[src/rtl/pll_post_scaler_bank.sv]
// N-channel post-scaler bank on the PLL output clock: per-channel shadowed config,
// boundary-aligned glitch-free reconfiguration, phase SYNC and status outputs.
module pll_post_scaler_bank #(
    parameter int NCH = 2,
    parameter int L2W = 8,
    parameter int CHW = (NCH > 1) ? $clog2(NCH) : 1
) (
    input  logic           CK,
    input  logic           RST,
    input  logic           CFG_WE,
    input  logic [CHW-1:0] CFG_CH,
    input  logic           CFG_EN,
    input  logic           CFG_BYPASS,
    input  logic [1:0]     CFG_L1,
    input  logic [L2W-1:0] CFG_L2,
    input  logic           SYNC,
    output logic [NCH-1:0] CK_DIV,
    output logic [NCH-1:0] CK_TICK,
    output logic [NCH-1:0] BYPASS_SEL,
    output logic [NCH-1:0] CFG_PENDING,
    output logic [NCH-1:0] RUNNING
);
    localparam int CW = L2W + 3;

    logic [NCH-1:0] sh_en, sh_byp, act_en, act_byp, pend, div_q, tick_q;
    logic [1:0]     sh_l1   [NCH];
    logic [1:0]     act_l1  [NCH];
    logic [L2W-1:0] sh_l2   [NCH];
    logic [L2W-1:0] act_l2  [NCH];
    logic [L2W-1:0] l2_eff  [NCH];
    logic [CW-1:0]  cnt     [NCH];
    logic [CW-1:0]  cnt_nxt [NCH];
    logic [CW-1:0]  div_d   [NCH];
    logic [CW-1:0]  half    [NCH];
    logic [NCH-1:0] run, term, apply, wr_sel;

    assign run = act_en & ~act_byp;

    always_comb begin
        for (int i = 0; i < NCH; i++) begin
            l2_eff[i]  = (act_l2[i] == '0) ? L2W'(1) : act_l2[i];
            div_d[i]   = CW'(l2_eff[i]) << act_l1[i];
            half[i]    = (div_d[i] + CW'(1)) >> 1;
            term[i]    = (cnt[i] == div_d[i] - CW'(1));
            // SYNC outranks the terminal count; both restart the period
            cnt_nxt[i] = (SYNC || term[i]) ? '0 : cnt[i] + CW'(1);
            // A running channel only swaps config at a period boundary or SYNC
            apply[i]   = pend[i] & (~run[i] | term[i] | SYNC);
            // Out-of-range channel indices match no channel and are dropped
            wr_sel[i]  = CFG_WE && (CFG_CH == CHW'(i));
        end
    end

    always_ff @(posedge CK) begin
        if (RST) begin
            sh_en   <= '0;
            sh_byp  <= '0;
            act_en  <= '0;
            act_byp <= '0;
            pend    <= '0;
            div_q   <= '0;
            tick_q  <= '0;
            for (int i = 0; i < NCH; i++) begin
                sh_l1[i]  <= '0;
                sh_l2[i]  <= '0;
                act_l1[i] <= '0;
                act_l2[i] <= '0;
                cnt[i]    <= '0;
            end
        end else begin
            for (int i = 0; i < NCH; i++) begin
                // A write in the apply cycle lands in the shadow after the old one is consumed
                if (wr_sel[i]) begin
                    sh_en[i]  <= CFG_EN;
                    sh_byp[i] <= CFG_BYPASS;
                    sh_l1[i]  <= CFG_L1;
                    sh_l2[i]  <= CFG_L2;
                    pend[i]   <= 1'b1;
                end else if (apply[i]) begin
                    pend[i]   <= 1'b0;
                end

                if (apply[i]) begin
                    act_en[i]  <= sh_en[i];
                    act_byp[i] <= sh_byp[i];
                    act_l1[i]  <= sh_l1[i];
                    act_l2[i]  <= sh_l2[i];
                    cnt[i]     <= '0;
                    div_q[i]   <= sh_en[i] & ~sh_byp[i];
                    tick_q[i]  <= sh_en[i] & ~sh_byp[i];
                end else if (run[i]) begin
                    cnt[i]     <= cnt_nxt[i];
                    div_q[i]   <= (cnt_nxt[i] < half[i]);
                    tick_q[i]  <= (cnt_nxt[i] == '0);
                end else begin
                    cnt[i]     <= '0;
                    div_q[i]   <= 1'b0;
                    tick_q[i]  <= 1'b0;
                end
            end
        end
    end

    assign CK_DIV      = div_q;
    assign CK_TICK     = tick_q;
    assign BYPASS_SEL  = act_en & act_byp;
    assign CFG_PENDING = pend;
    assign RUNNING     = run;

endmodule

[config.mk]
export PLATFORM = sky130hd
export DESIGN_NAME = pll_post_scaler_bank
export DESIGN_NICKNAME = d
export VERILOG_FILES = /design/src/rtl/pll_post_scaler_bank.sv
export SDC_FILE = /design/constraint.sdc
export NUM_CORES = 1
export LEC_CHECK = 0
export ABC_AREA = 0
export BUFFER_PORTS_ARGS = -buffer_cell sky130_fd_sc_hd__buf_2
export CAP_MARGIN = 10
export CORE_ASPECT_RATIO = 1.25
export CORE_MARGIN = 5
export CORE_UTILIZATION = 35
export CTS_BUF_LIST = sky130_fd_sc_hd__clkbuf_16
export DETAILED_ROUTE_END_ITERATION = 10
export PLACE_DENSITY_LB_ADDON = 0.2
export SYNTH_ARGS = -nofsm -noshare
export SYNTH_HDL_FRONTEND = slang
export SYNTH_SLANG_ARGS = --single-unit
[constraint.sdc]
create_clock -name CK -period 4.2 [get_ports CK]
set_input_delay 0.21 -clock CK [delete_from_list [all_inputs] [get_ports CK]]
set_output_delay 0.21 -clock CK [all_outputs]
set_load 0.01 [all_outputs]
==> results.md <==
- Kind of path behind the tightest hold check: input pin to flop
- Post-route clock skew: 0.00804 ns
- Most frequent cells in the layout: sky130_fd_sc_hd__nor2_1 (65), sky130_fd_sc_hd__edfxtp_1 (62), sky130_fd_sc_hd__buf_4 (46), sky130_fd_sc_hd__xnor2_1 (39), sky130_fd_sc_hd__nand2_1 (38)
- Violations in the final reports: setup timing
- Die area: approximately 0.018 sq mm
- Yosys top cell area share: roughly 34%
- Vert. Die Dim: 151 um
- Initial Util: 35.7%
- Routed WL: 13500 um
- Total congestion overflow: 0
- Proportion of layout cells with a drive suffix above 1: roughly a fifth
- Master cell of the clock root buffer: sky130_fd_sc_hd__clkbuf_16
- Num CTS Buffers: 9
- Cell area after placement: 0.00622 sq mm
- Final-report hold violation count: 0
- Number of flops mapped to enable cells by yosys: 62
- Antenna violation net count after detailed routing: 0
- Number of violations of the max-capacitance limit: 0
- Count of inserted antenna diode cells: 0
- Avg Inst Size Synth: 9.35 sq um
- Count of unique library cells instantiated by Yosys: 66
- Worst-path clk slew: 0.06 ns
- Fin crit period: 4.21 ns
- Total number of vias: 4515
- Count of clock tree sinks: 76
- Netlist Area Pre-Place: 0.00555 sq mm
- Antenna violations before repair: 0
- Fmax: 238 MHz
- Nets@finish: approximately 700
- Largest net degree at the start of global routing: 27
- Cell taking the most area after synthesis: sky130_fd_sc_hd__edfxtp_1
- Placed instance count: ~870
- Gate Count Post-Synth: 594
- IO buf count: 26
- Drt wl/cell: 15.1 um
- Classification of the worst setup path: flop to flop
- Critical path required time: 4.43 ns
- Setup slack after layout: -0.00615 ns
- Top FF cell, synth: sky130_fd_sc_hd__edfxtp_1
- Run status: complete, but fails checks
- Normalized max-slew margin: 62.7%
- Setup-failing EPs final: 1
- Quantity of hold-fixing buffers added after cts: 0
- Setup total negative slack: -0.00615 ns
- Vias in the first global route: approximately 4400
- Number of detailed-routing iterations run before antenna repair: 4
- Width of the die: around 120 um
- Final instance count without filler cells: 891
- Largest incremental delay on the critical path: ~0.47 ns
- Most frequent standard cell in the layout excluding fill and tap cells: sky130_fd_sc_hd__nor2_1
- CP startpoint: act_l2[0][15]
- Estimated wirelength of the detail-placed design: ~11000 um
- Insertion delay of the later-clocked pin in the worst-skew pair: 0.34 ns
- First-pass GRT wire length: 21800 um
- Cells traversed along the worst timing path: buf_6, mux2_2, and2_1, or4_1, a21o_1, a211o_1, a2111o_1, o21ai_4, buf_4, nor2_1, ha_1, o21a_1, o21ai_2, nor2_1, or3_1, o211ai_1, o211ai_1, o41ai_1
- Row count: 51
- Final slew viol count: 0
- Slowest cell on the critical path: sky130_fd_sc_hd__or4_1
- Core area: 0.0156 sq mm
- Worst setup path end: CK_DIV[1]
- Sequential area share after synthesis: 38.6%
- Static leakage: 0.00262 uW
- GRT Total Usage: 14.8%
- Routability Congestion: ~0.86
- Reg2Reg Capture Point: CK_DIV[1]
- Logic depth of the worst register-to-register path: 18
- Worst vdd ir: about 0.00019 V
- Number of placed I/O pins: 27
- Max clock buf depth: 2
- Slew of the pin with the lowest slew margin: about 0.56 ns
- Async set or reset register ratio after synthesis: 0%
- Flop and latch count out of synthesis: 76
- DRC violation count after routing: 0
- Initial drt markers: 286
- Final non-filler cell area: 0.00674 sq mm
- RSZ-0062 raised after global routing: true
- Area growth from synthesis to final layout: 21.4%
- Leading cell types by total area after synthesis: sky130_fd_sc_hd__edfxtp_1 (34%), sky130_fd_sc_hd__xnor2_1 (6.2%), sky130_fd_sc_hd__ha_1 (5.4%), sky130_fd_sc_hd__dfxtp_1 (5.0%), sky130_fd_sc_hd__nor2_1 (4.4%)
- Startpoint type of the worst setup path: flop
- Per-cell via count in the routed design: 5.07
- Setup slack, reg-to-reg: -0.006 ns
- Clock tree from TritonCTS: built
- Top fanout value on the critical path: 6
- # H-tree levels: 3
- Post-route fraction of the period consumed by the critical path: 100%
- Yosys warns: 0
- Arrival @ worst endpoint: 4.44 ns
- Start of the worst register-to-register path: act_l2[0][15]
- Ratio of total power to cell area: 334 mW/mm^2
- Critical path endpoint category: flop
- Fill cell instance count of the final layout: 1524
[worst min path at each step]
stage               depth (start not counted)         end       start  slack, ns
floorplan                                   2   sh_byp[0]  CFG_BYPASS       0.35
global placement                            2  act_byp[1]  act_byp[1]       0.46
detailed placement                          2   sh_byp[0]   sh_byp[0]       0.47
CTS                                         3    sh_en[0]      CFG_EN       0.14
global route                                3    sh_en[0]      CFG_EN       0.15
finish                                      3    sh_en[0]      CFG_EN       0.15
[synthesized netlist by cell type, types with 4 or more instances]
| master | count |
|---|---|
| sky130_fd_sc_hd__o21a_1 | 6 |
| sky130_fd_sc_hd__ha_1 | 24 |
| sky130_fd_sc_hd__o211ai_1 | 5 |
| sky130_fd_sc_hd__and2_1 | 35 |
| sky130_fd_sc_hd__nor3_1 | 25 |
| sky130_fd_sc_hd__inv_1 | 22 |
| sky130_fd_sc_hd__buf_2 | 10 |
| sky130_fd_sc_hd__nand2_1 | 38 |
| sky130_fd_sc_hd__a21o_1 | 7 |
| sky130_fd_sc_hd__nand2b_1 | 10 |
| sky130_fd_sc_hd__nand3_1 | 26 |
| sky130_fd_sc_hd__nor2_1 | 65 |
| sky130_fd_sc_hd__a211oi_1 | 9 |
| sky130_fd_sc_hd__a21oi_1 | 23 |
| sky130_fd_sc_hd__xnor2_1 | 39 |
| sky130_fd_sc_hd__nand4_1 | 9 |
| sky130_fd_sc_hd__xor2_1 | 22 |
| sky130_fd_sc_hd__dfxtp_1 | 14 |
| sky130_fd_sc_hd__nor2b_1 | 4 |
| sky130_fd_sc_hd__o21ai_0 | 12 |
| sky130_fd_sc_hd__o2111ai_1 | 4 |
| sky130_fd_sc_hd__mux2i_1 | 19 |
| sky130_fd_sc_hd__edfxtp_1 | 62 |
| sky130_fd_sc_hd__clkbuf_1 | 15 |
| sky130_fd_sc_hd__and3_1 | 5 |
| sky130_fd_sc_hd__o22ai_1 | 5 |
| sky130_fd_sc_hd__mux2_2 | 10 |
| sky130_fd_sc_hd__nor4_1 | 4 |
[stage by stage]
step	util (%)	power [uW]	setup WS (ns)	hold WS [ns]
finish	43.3	2250	-0.00615	0.153
floorplan	-	1220	0.0762	0.346
CTS	42.2	2250	0.000188	0.137
detailed placement	40.0	1350	-0.0304	0.472
global route	43.3	2360	-0.136	0.148
global placement	40.0	1340	0.0669	0.465
[layer usage]
layer  track usage [%]  vias up  wire length, um
li1                  -     2293                -
met1              19.4     2135             6300
met2              25.3       71             6520
met3              2.43       16              425
met4              4.26        0              198
met5                 0        -                0
[registers in the layout, summed over array words and instances, names as in the netlist, 4 cells and up]
name / count
act_l1: 4
act_l2: 16
cnt: 22
sh_l1: 4
sh_l2: 16
[power by group]
group / leakage (uW) / internal [uW] / switching (uW)
sequential: 0.000753 / 861 / 37.9
combinational: 0.00170 / 215 / 256
clock: 0.000161 / 578 / 305
[kinds of logic after synthesis]
kind of cell,share of synthesized area [%]
flops,38.6
other cells,0.0675
compound gates,14.3
simple gates,21.8
buf+inv,3.94
fa+ha+maj,5.41
mux,6.27
xor+xnor,9.62
[worst max-delay path, delay by kind of cell, from the launching register on]
family / cells / cell delay [ns]
muxes: 1 / 0.25
DFF: 1 / 0.44
AOI/OAI and AO/OA: 9 / 1.73
adders and majority gates: 1 / 0.30
and+or+nand+nor: 5 / 1.09
buffers and inverters: 2 / 0.30
[repair_timing]
| action | 4_1_cts | 5_1_grt |
|---|---|---|
| gates resized for setup | 3 | 21 |
| buffers inserted | 0 | 8 |
| pin swaps | 0 | 12 |
| setup endpoints to repair | 1 | 2 |
[final cells by class]
type                    instances  area, sq um  share of cell area (%)
clock buffers                   9          225                    3.34
inverters                      24         90.1                    1.34
flip-flops and latches         76         2140                    31.8
repair buffers                 77          532                    7.89
multi-input cells             486         3370                    50.0
well taps                     212          265                    3.94
clock inverters                 7          115                    1.71
Power figures use the tool's default switching activity.
